**src/rtl/tcm_stream_loader.sv**
```systemverilog
// Boot loader: turns a byte stream of load frames into 32-bit writes on the core ext port and
// holds the core in reset until an end frame. Optional macro LOADER_CHECKSUM_EN adds a per-frame XOR byte.
module tcm_stream_loader #(
  parameter int unsigned LEN_W  = 16,
  parameter int unsigned ACK_TO = 255,
  parameter int unsigned CNT_W  = 20
) (
  input  logic             clk,
  input  logic             rst_n,
  input  logic             s_valid_i,
  input  logic [7:0]       s_data_i,
  output logic             s_ready_o,
  output logic             ext_req_o,
  output logic             ext_we_o,
  output logic [31:0]      ext_addr_o,
  output logic [31:0]      ext_wdata_o,
  input  logic             ext_ack_i,
  input  logic             ext_error_i,
  output logic             core_rst_no,
  output logic             busy_o,
  output logic             err_o,
  output logic [CNT_W-1:0] words_o
);

  localparam int unsigned     LEN_B    = LEN_W / 8;
  localparam int unsigned     TO_W     = $clog2(ACK_TO + 1);
  localparam logic [1:0]      LEN_LAST = 2'(LEN_B - 1);
  localparam logic [TO_W-1:0] TO_LAST  = TO_W'(ACK_TO - 1);

  typedef enum logic [2:0] {
    S_ADDR,
    S_LEN,
    S_DATA,
    S_WR,
`ifdef LOADER_CHECKSUM_EN
    S_CSUM,
`endif
    S_BOOT,
    S_DONE
  } state_e;

  state_e            state_q, state_d;
  logic [1:0]        byte_cnt_q, byte_cnt_d;
  logic [31:0]       asm_q, asm_d;
  logic [LEN_W-1:0]  rem_q, rem_d;
  logic [TO_W-1:0]   to_cnt_q, to_cnt_d;
  logic              s_ready_q, s_ready_d;
  logic              ext_req_q, ext_req_d;
  logic [31:0]       ext_addr_q, ext_addr_d;
  logic [31:0]       ext_wdata_q, ext_wdata_d;
  logic              core_rst_q, core_rst_d;
  logic              busy_q, busy_d;
  logic              err_q, err_d;
  logic [CNT_W-1:0]  words_q, words_d;

  logic              fire_c;
  logic              resp_c;
  logic              timeout_c;
  logic [31:0]       word_c;
  logic [LEN_W-1:0]  len_c;

  assign fire_c    = s_valid_i & s_ready_q;
  assign resp_c    = ext_ack_i | ext_error_i;
  assign timeout_c = (to_cnt_q == TO_LAST);
  assign len_c     = word_c[LEN_W-1:0];

  // Current byte dropped into its little-endian lane of the assembly word
  always_comb begin
    word_c = asm_q;
    case (byte_cnt_q)
      2'd0: word_c[7:0]   = s_data_i;
      2'd1: word_c[15:8]  = s_data_i;
      2'd2: word_c[23:16] = s_data_i;
      2'd3: word_c[31:24] = s_data_i;
    endcase
  end

`ifdef LOADER_CHECKSUM_EN
  logic [7:0] csum_q, csum_d;

  // Running XOR over header and payload bytes, restarted by the first address byte
  always_comb begin
    csum_d = csum_q;
    if (fire_c && (state_q == S_ADDR) && (byte_cnt_q == 2'd0)) begin
      csum_d = s_data_i;
    end else if (fire_c && ((state_q == S_ADDR) || (state_q == S_LEN) || (state_q == S_DATA))) begin
      csum_d = csum_q ^ s_data_i;
    end
  end

  always_ff @(posedge clk or negedge rst_n) begin
    if (!rst_n) csum_q <= 8'h00;
    else        csum_q <= csum_d;
  end
`endif

  always_ff @(posedge clk or negedge rst_n) begin
    if (!rst_n) begin
      state_q     <= S_ADDR;
      byte_cnt_q  <= 2'd0;
      asm_q       <= 32'h0;
      rem_q       <= '0;
      to_cnt_q    <= '0;
      s_ready_q   <= 1'b0;
      ext_req_q   <= 1'b0;
      ext_addr_q  <= 32'h0;
      ext_wdata_q <= 32'h0;
      core_rst_q  <= 1'b0;
      busy_q      <= 1'b0;
      err_q       <= 1'b0;
      words_q     <= '0;
    end else begin
      state_q     <= state_d;
      byte_cnt_q  <= byte_cnt_d;
      asm_q       <= asm_d;
      rem_q       <= rem_d;
      to_cnt_q    <= to_cnt_d;
      s_ready_q   <= s_ready_d;
      ext_req_q   <= ext_req_d;
      ext_addr_q  <= ext_addr_d;
      ext_wdata_q <= ext_wdata_d;
      core_rst_q  <= core_rst_d;
      busy_q      <= busy_d;
      err_q       <= err_d;
      words_q     <= words_d;
    end
  end

  always_comb begin
    state_d     = state_q;
    byte_cnt_d  = byte_cnt_q;
    asm_d       = asm_q;
    rem_d       = rem_q;
    to_cnt_d    = to_cnt_q;
    s_ready_d   = 1'b0;
    ext_req_d   = ext_req_q;
    ext_addr_d  = ext_addr_q;
    ext_wdata_d = ext_wdata_q;
    core_rst_d  = core_rst_q;
    busy_d      = busy_q;
    err_d       = err_q;
    words_d     = words_q;

    case (state_q)
      S_ADDR: begin
        if (fire_c) begin
          asm_d  = word_c;
          busy_d = 1'b1;
          if (byte_cnt_q == 2'd3) begin
            byte_cnt_d = 2'd0;
            // Misaligned base is flagged but the frame still lands on the aligned word
            ext_addr_d = {word_c[31:2], 2'b00};
            if (word_c[1:0] != 2'b00) err_d = 1'b1;
            state_d    = S_LEN;
          end else begin
            byte_cnt_d = byte_cnt_q + 2'd1;
          end
        end
      end

      S_LEN: begin
        if (fire_c) begin
          asm_d = word_c;
          if (byte_cnt_q == LEN_LAST) begin
            byte_cnt_d = 2'd0;
            rem_d      = len_c;
            if (len_c == '0) begin
              state_d    = S_BOOT;
              busy_d     = 1'b0;
              core_rst_d = ~err_q;
            end else begin
              state_d = S_DATA;
            end
          end else begin
            byte_cnt_d = byte_cnt_q + 2'd1;
          end
        end
      end

      S_DATA: begin
        if (fire_c) begin
          asm_d = word_c;
          if (byte_cnt_q == 2'd3) begin
            byte_cnt_d  = 2'd0;
            ext_wdata_d = word_c;
            ext_req_d   = 1'b1;
            to_cnt_d    = '0;
            state_d     = S_WR;
          end else begin
            byte_cnt_d = byte_cnt_q + 2'd1;
          end
        end
      end

      S_WR: begin
        if (resp_c || timeout_c) begin
          ext_req_d  = 1'b0;
          ext_addr_d = ext_addr_q + 32'd4;
          rem_d      = rem_q - LEN_W'(1);
          if (ext_ack_i && !ext_error_i) begin
            if (~&words_q) words_d = words_q + CNT_W'(1);
          end else begin
            err_d = 1'b1;
          end
          if (rem_q == LEN_W'(1)) begin
`ifdef LOADER_CHECKSUM_EN
            state_d = S_CSUM;
`else
            state_d = S_ADDR;
            busy_d  = 1'b0;
`endif
          end else begin
            state_d = S_DATA;
          end
        end else begin
          to_cnt_d = to_cnt_q + TO_W'(1);
        end
      end

`ifdef LOADER_CHECKSUM_EN
      S_CSUM: begin
        if (fire_c) begin
          if (s_data_i != csum_q) err_d = 1'b1;
          state_d = S_ADDR;
          busy_d  = 1'b0;
        end
      end
`endif

      S_BOOT: state_d = S_DONE;

      S_DONE: state_d = S_DONE;

      default: state_d = S_ADDR;
    endcase

    // Ready is registered, so it follows the state being entered
    case (state_d)
      S_ADDR, S_LEN, S_DATA: s_ready_d = 1'b1;
`ifdef LOADER_CHECKSUM_EN
      S_CSUM: s_ready_d = 1'b1;
`endif
      default: s_ready_d = 1'b0;
    endcase
  end

  assign s_ready_o   = s_ready_q;
  assign ext_req_o   = ext_req_q;
  assign ext_we_o    = ext_req_q;
  assign ext_addr_o  = ext_addr_q;
  assign ext_wdata_o = ext_wdata_q;
  assign core_rst_no = core_rst_q;
  assign busy_o      = busy_q;
  assign err_o       = err_q;
  assign words_o     = words_q;

endmodule
```
**config.mk**
```make
export PLATFORM = sky130hd
export DESIGN_NAME = tcm_stream_loader
export DESIGN_NICKNAME = d
export VERILOG_FILES = /design/src/rtl/tcm_stream_loader.sv
export SDC_FILE = /design/constraint.sdc
export NUM_CORES = 1
export LEC_CHECK = 0
export CAP_MARGIN = 5
export CORE_MARGIN = 1
export CORE_UTILIZATION = 50
export CTS_CLUSTER_SIZE = 12
export DETAILED_ROUTE_END_ITERATION = 6
export GPL_TIMING_DRIVEN = 0
export PLACE_DENSITY = 0.76
export SKIP_CTS_REPAIR_TIMING = 1
export SYNTH_ARGS = -nofsm -noshare
export SYNTH_HDL_FRONTEND = slang
export SYNTH_SLANG_ARGS = --single-unit
```
**constraint.sdc**
```tcl
create_clock -name clk -period 4 [get_ports clk]
set_input_delay 0.4 -clock clk [delete_from_list [all_inputs] [get_ports clk]]
set_output_delay 0.4 -clock clk [all_outputs]
set_load 0.005 [all_outputs]
```
# [Word level (Yosys, flattened, before mapping)]
# Cells that the tools add are included.
[word_totals] out_inout_bits=90 ff_bits=150 word_cells=125
[classes] n_eq_ne=25 addsub=5 n_reduce_logical=29 mux=49 n_bitwise=4
[ops] op="$mux W32" n=3
[ops] op="$pmux W32 S2" n=1
[ops] op="$mux W8" n=7
[ops] op="$mux W16" n=3
[ops] op="$add A32 B3 Y32 const B" n=1
[ops] op="$pmux W16 S2" n=1
[ops] op="$mux W3" n=8
[ops] op="$ne A2 B2 Y1 const B" n=12
[ops] op="$reduce_and A4 Y1" n=6
[ops] op="$add A20 B1 Y20 const B" n=1
[ops] op="$reduce_and A20 Y1" n=1
[ops] op="$eq A16 B1 Y1 const B" n=1
[ops] op="$logic_not A16 Y1" n=1
[ops] op="$pmux W8 S2" n=1
[ops] op="$sub A16 B1 Y16 const B" n=1
[ops] op="$mux W1" n=15
[ops] op="$pmux W3 S5" n=1
[ops] op="$mux W2" n=5
[ops] op="$reduce_bool A2 Y1" n=5
[ops] op="$eq A3 B2 Y1 const B" n=3
[ops] op="$add A8 B1 Y8 const B" n=1
[ops] op="$eq A8 B8 Y1 const B" n=1
[ops] op="$reduce_and A7 Y1" n=1
[ops] op="$eq A3 B1 Y1 const B" n=2
[ops] op="22 further kinds" n=30

# [Longest topological paths before layout]
# Gate-level depths: netlist (run 1).
[logic_depth] word_depth=10 ltp_mapped=9 ltp_nobuf=7

# [Worst setup path after synthesis (run 1)]
# Ideal clock, no wire load.
[synth_path] path_type="register to register" start="register byte_cnt_q[1]" end="register s_ready_q (netlist: s_ready_o)" required_ns=3.878 n_path_buf=2 stages_incl_launch_ff=10 setup_time_ns=0.122 slack_ns=1.972 t_arrival_ns=1.906 path_cell_list="dfrtp_1 -> inv_1 -> ha_1 -> buf_2 -> buf_6 -> mux2i_1 -> nand4_1 -> nor4_2 -> nand2_1 -> o2111a_1"
[synth_via] elab_chain_cells=10
[synth_lines] element="from (decl)" line_no="43" source="logic [1:0] byte_cnt_q, byte_cnt_d;"
[synth_lines] element="from (signal assigned)" line_no="114" source="byte_cnt_q <= byte_cnt_d;"
[synth_lines] element="$eq A2 B1 Y1 or $logic_not A2 Y1 (tied branches)" line_no="70, 164"
[synth_lines] element="$mux W8" line_no="70" source="case (byte_cnt_q)"
[synth_lines] element="$logic_not A16 Y1" line_no="167" source="if (len_c == '0) begin"
[synth_lines] element="$mux W3" line_no="167"
[synth_lines] element="$mux W3" line_no="164" source="if (byte_cnt_q == LEN_LAST) begin"
[synth_lines] element="$mux W3" line_no="162" source="if (fire_c) begin"
[synth_lines] element="$pmux W3 S5 (*)" line_no="144" source="case (state_q)"
[synth_lines] element="$eq A3 B1 Y1, or another cell as far along" line_no="238" source="case (state_d)"
[synth_lines] element="$reduce_or A3 Y1 (*)" line_no="238"
[synth_lines] element="$mux W1 (*)" line_no="238"
[synth_lines] element="net s_ready_d" line_no="47" source="logic s_ready_q, s_ready_d;"
[synth_lines] element="to (signal assigned)" line_no="118" source="s_ready_q <= s_ready_d;"
[synth_lines] element="to (decl)" line_no="47"
# The timed path passes the listed nets; every way through them passes the cells marked *.
# A chain may end at the register's enable or synchronous reset.

# [Final worst setup path (run 1)]
[layout_path] start="register byte_cnt_q[0]" end="register s_ready_q (netlist: s_ready_o)"
# Same word-level chain as after synthesis.

==> results of run 1 <==
[power by group]
group | leakage (uW) | switching (uW) | internal [uW]
clock | 0.000297 | 647 | 1060
combinational | 0.00188 | 1900 | 1570
sequential | 0.00178 | 538 | 2090
total | 0.00395 | 3080 | 4710
[synth_stat cells (5+ instances only)]
| cell type | instances | area share [%] |
|---|---|---|
| and3_1 | 15 | 1.2 |
| o21ai_0 | 66 | 4.3 |
| nor2_1 | 55 | 2.7 |
| o22ai_1 | 6 | 0.49 |
| and2_1 | 8 | 0.65 |
| and4_1 | 6 | 0.69 |
| a21oi_1 | 64 | 4.2 |
| nand2_1 | 87 | 4.3 |
| a22o_1 | 5 | 0.57 |
| a31oi_1 | 8 | 0.65 |
| nand3_1 | 32 | 2.1 |
| xor2_1 | 5 | 0.57 |
| mux2_2 | 12 | 1.8 |
| ha_1 | 10 | 1.6 |
| dfrtp_1 | 148 | 48 |
| clkbuf_1 | 22 | 1.1 |
| buf_2 | 23 | 1.5 |
| inv_1 | 11 | 0.54 |
| mux2i_1 | 37 | 4.8 |
| nor3_1 | 13 | 0.85 |
| xnor2_1 | 17 | 1.9 |
| nand4_1 | 26 | 2.1 |
| o22a_1 | 17 | 1.9 |
[worst paths after layout]
| kind | to | slack, ns | depth (start not counted) |
|---|---|---|---|
| worst max register to register | s_ready_o | 1.21 | 8 |
| worst max-delay path | s_ready_o | 1.21 | 8 |
| min in group clk | core_rst_no | 0.48 | 1 |
| worst min register to register | core_rst_no | 0.48 | 1 |
| max in group asynchronous | rem_q[7] | 3.15 | 2 |
| worst min-delay path | ext_wdata_o[21] | -0.03 | 1 |
[cell type report]
| type | count | area [um^2] |
|---|---|---|
| fillers | 1206 | 5223 |
| clock inverters | 11 | 175.2 |
| well taps | 184 | 230.2 |
| clock buffers | 20 | 446.7 |
| flip-flops and latches | 148 | 3704 |
| multi-input cells | 575 | 3655 |
| plain buffers | 53 | 250.2 |
| repair buffers | 101 | 1030 |
| inverters | 11 | 41.29 |
[registers in the layout (all words and copies together), names as in the netlist, 2 cells and up]
signal       count
asm_q           32
ext_wdata_o     32
ext_addr_o      30
words_o         20
rem_q           16
to_cnt_q         8
state_q          3
byte_cnt_q       2
[metrics by stage]
step	utilization, %	hold slack (ns)
floorplan	-	0.1044
global placement	60.19	0.4628
detailed placement	60.39	0.4373
CTS	64.60	-0.01686
global route	64.60	0.02234
finish	64.60	-0.02642
[per-layer routing]
layer	part of all wire, %	vias up	wire length [um]	track usage [%]
met5	0	-	0	0
met4	1.9	0	419	10.76
met3	8.7	39	1913	4.673
met2	46	386	10020	43.73
met1	44	3308	9613	41.34
li1	-	3104	-	-
[cell families after synthesis]
logic type	Yosys count
flops	148
other cells	1
compound gates	215
xor+xnor	22
buf+inv	64
fa+ha+maj	10
simple gates	274
mux	52
==> flow_metrics.tcl, run 1 <==
set metrics [dict create \
    status "finished, violations left" \
    violations "design-rule violations, negative hold slack" \
    whs_ns -0.02642 \
    drc 13 \
    n_antenna_cell 0 \
    rsz0062_at_grt "no" \
    place_inst 1072 \
    drive_gt1_share_pct 10.23 \
    wl_per_cell_um 19.91 \
    dpl.hpwl_um 15330 \
    worstPathArrival_ns 3.10 \
    avgSynthCellArea_um2 9.728 \
    leakagePower_uw 0.003951 \
    wirelength_um 21960 \
    tns_ns 0 \
    max_freq_ghz 0.3586 \
    synth-compound-area-share_pct 17.84 \
    cts_tree "built" \
    grt_max_degree 87 \
    worstMarginPinSlew_ns 0.9210 \
    grt_pass1_vias 6315 \
    setup_violations 0 \
    worstPathBufferInverterCount 2 \
    cp-startpoint "byte_cnt_q[0]" \
    synth.area.mux_share_pct 7.086 \
    fin_crit_ns 2.788 \
    drt.antenna.violating_nets 0 \
    coreArea_um2 14750 \
    cts_sinks 148 \
    grt.total_usage_pct 28.70 \
    overflow 0 \
    drv_cap 0 \
    power_uw 7796 \
    finalHoldViolations 62 \
    yosysSeqAreaShare_pct 48.44 \
    synth_xor_area_share_pct 2.520 \
    netlist_instances 786 \
    path_max_fanout 6 \
    setup_ws_ns 1.212 \
    routed_via_density 6.199 \
    rows 44 \
    initial_utilization_pct 51.82 \
    ys_ff_latch 148 \
    rr_startpoint "byte_cnt_q[0]" \
    clockBufferDepth 2 \
    synth-simple-area-share_pct 18.62 \
    async_reset_ff_share_pct 100.0 \
    num_vias 6837 \
    cpPeakStageDelay_ns 0.71 \
    finalCritPeriodShare_pct 69.71 \
    final_cell_mix "dfrtp_1 (148), clkdlybuf4s50_1 (99), nand2_1 (87), o21ai_0 (66), a21oi_1 (64)" \
    path_cells "inv_1, ha_1, clkbuf_1, mux2i_1, nand4_1, nor4_2, nand2_1, o2111a_1" \
    dieWidth_um 125.7 \
    dieHeight_um 125.7 \
    globalplace.congestion 0.9181 \
    cts_buffers 17 \
    synth_top_family_by_area "simple AND/OR/NAND/NOR gates" \
    clk_pin_slew_ns 0.06 \
    h-tree-depth 4 \
    placed_area_um2 8910 \
    dr.pass1.iters 7 \
    antenna_found_initial 0 \
    dp_slack_ns 1.322 \
    final_area_um2 9532 \
    numPortBuffers 100 \
    finalNetCount 930 \
    synth_ff_type "dfrtp_1" \
    end_kind "register" \
    critical_path_class "reg2reg" \
    relSlewSlack_pct 38.09 \
    start_kind "register" \
    yosysUniqueCellTypes 76 \
    yosys_warnings 0 \
    syn_area_um2 7646 \
    hp-class "in2async" \
    slew_violations 0 \
    ir_drop_mv 0.4201 \
    syn_to_final_growth_pct 24.66 \
    io_pins 103 \
    dieArea_um2 15790 \
    synth_fa_ha_area_share_pct 1.636 \
    finalNonFillerCells 1103 \
    crit_required_ns 4.31 \
    drt-initial-drc-count 742 \
    clkLatencyLatePin_ns 0.43 \
    power_density_nw_per_um2 817.9 \
    crit_family "simple AND/OR/NAND/NOR gates" \
    grt_pass1_wl_um 34980 \
    fin_skew_ns 0.005948 \
    root_buffer "clkbuf_16" \
    final_common_cell "dfrtp_1" \
    cp_slowest_cell "mux2i_1" \
    synth_edf_count 0 \
]
No activity file was read; power rests on OpenSTA's default activity.
==> run 2: changes to the inputs <==
clock period = 2.65 ns   (was 4 ns; I/O delays follow)
==> flow_metrics.tcl, run 2 (same netlist as run 1, synthesis figures left out) <==
set metrics [dict create \
    ir_drop_mv 0.6316 \
    grt_max_degree 87 \
    finalNetCount 930 \
    grt_pass1_wl_um 34980 \
    drc 13 \
    numPortBuffers 100 \
    coreArea_um2 14750 \
    h-tree-depth 4 \
    routed_via_density 6.175 \
    initial_utilization_pct 51.82 \
    grt_pass1_vias 6315 \
    dp_slack_ns -0.01402 \
    hp-class "in2async" \
    max_freq_ghz 0.3932 \
    drt.antenna.violating_nets 0 \
    worstPathArrival_ns 2.85 \
    critical_path_class "reg2reg" \
    root_buffer "clkbuf_16" \
    path_max_fanout 10 \
    num_vias 6811 \
    start_kind "register" \
    drt-initial-drc-count 707 \
    fin_crit_ns 2.543 \
    rows 44 \
    finalCritPeriodShare_pct 95.96 \
    io_pins 103 \
    whs_ns 0.4133 \
    overflow 0 \
    dieWidth_um 125.7 \
    power_uw 11870 \
    setup_ws_ns 0.1070 \
    dieArea_um2 15790 \
    cts_tree "built" \
    cts_sinks 148 \
    cts_buffers 17 \
    drv_cap 0 \
    final_area_um2 9603 \
    status "finished, violations left" \
    final_cell_mix "dfrtp_1 (148), clkdlybuf4s50_1 (99), nand2_1 (87), o21ai_0 (66), a21oi_1 (64)" \
    power_density_nw_per_um2 1236 \
    n_antenna_cell 0 \
    slew_violations 0 \
    fin_skew_ns 0.006627 \
    setup_violations 0 \
    crit_required_ns 2.96 \
    rr_startpoint "byte_cnt_q[1]" \
    wl_per_cell_um 19.98 \
    relSlewSlack_pct 45.21 \
    cp-startpoint "byte_cnt_q[1]" \
    clkLatencyLatePin_ns 0.43 \
    finalHoldViolations 0 \
    dieHeight_um 125.7 \
    worstMarginPinSlew_ns 0.8151 \
    drive_gt1_share_pct 11.10 \
    grt.total_usage_pct 28.70 \
    globalplace.congestion 0.9181 \
    antenna_found_initial 0 \
    rsz0062_at_grt "yes" \
    leakagePower_uw 0.003981 \
    end_kind "register" \
    dr.pass1.iters 7 \
    clockBufferDepth 2 \
    placed_area_um2 8910 \
    wirelength_um 22030 \
    final_common_cell "dfrtp_1" \
    clk_pin_slew_ns 0.06 \
    syn_to_final_growth_pct 25.59 \
    dpl.hpwl_um 15330 \
    violations "design-rule violations" \
]
-- run 2: through the flow --
| stage | setup TNS [ns] | utilization, % | cells |
|---|---|---|---|
| 2_1_floorplan | 0 | - | 787 |
| 3_3_place_gp | -700.94 | 60.19 | 1071 |
| 3_5_place_dp | -0.01402 | 60.39 | 1072 |
| 4_1_cts | -0.1514 | 64.60 | 1103 |
| 5_1_grt | -0.01796 | 65.09 | 1103 |
| 6_report | 0 | 65.09 | 1103 |
-- run 2: critical path, stage by stage (launching register included) --
cell and delay [ns]:
dfrtp_1 0.42, inv_1 0.11, ha_1 0.14, buf_2 0.22, buf_6 0.21, mux2i_2 0.40, nand4_1 0.20, nor4_4 0.37
nand2_1 0.17, o2111a_1 0.18
-- run 2: path summary, 6_finish.rpt --
check	end	slack (ns)	cells past startpoint
setup / recovery	s_ready_o	0.11	9
hold / removal	ext_wdata_o[31]	0.41	2
setup reg to reg	s_ready_o	0.11	9
hold reg to reg	core_rst_no	0.48	1
max in group asynchronous	rem_q[7]	1.36	3
min in group clk	core_rst_no	0.48	1
-- run 2: cell type report --
class	count	area [um^2]
Buffer	52	246.5
Timing Repair Buffer	102	1040
Multi-Input combinational cell	575	3720
Clock buffer	20	446.7
Inverter	11	41.29
Tap cell	184	230.2
Sequential cell	148	3704
Fill cell	1191	5151
Clock inverter	11	175.2
-- run 2: report_power, final --
part / internal, uW / switching, uW / leakage (uW)
sequential: 3150 / 827 / 0.00178
clock: 1600 / 977 / 0.000297
combinational: 2430 / 2890 / 0.00191
total: 7180 / 4690 / 0.00398
-- run 2: routing by layer --
metal,part of all wire (%),GRT usage (%),routed length [um],up-vias
met4,2.3,10.76,514,0
li1,-,-,-,3107
met2,45,43.73,9928,363
met3,8.2,4.673,1798,49
met1,44,41.34,9793,3292
met5,0,0,0,-
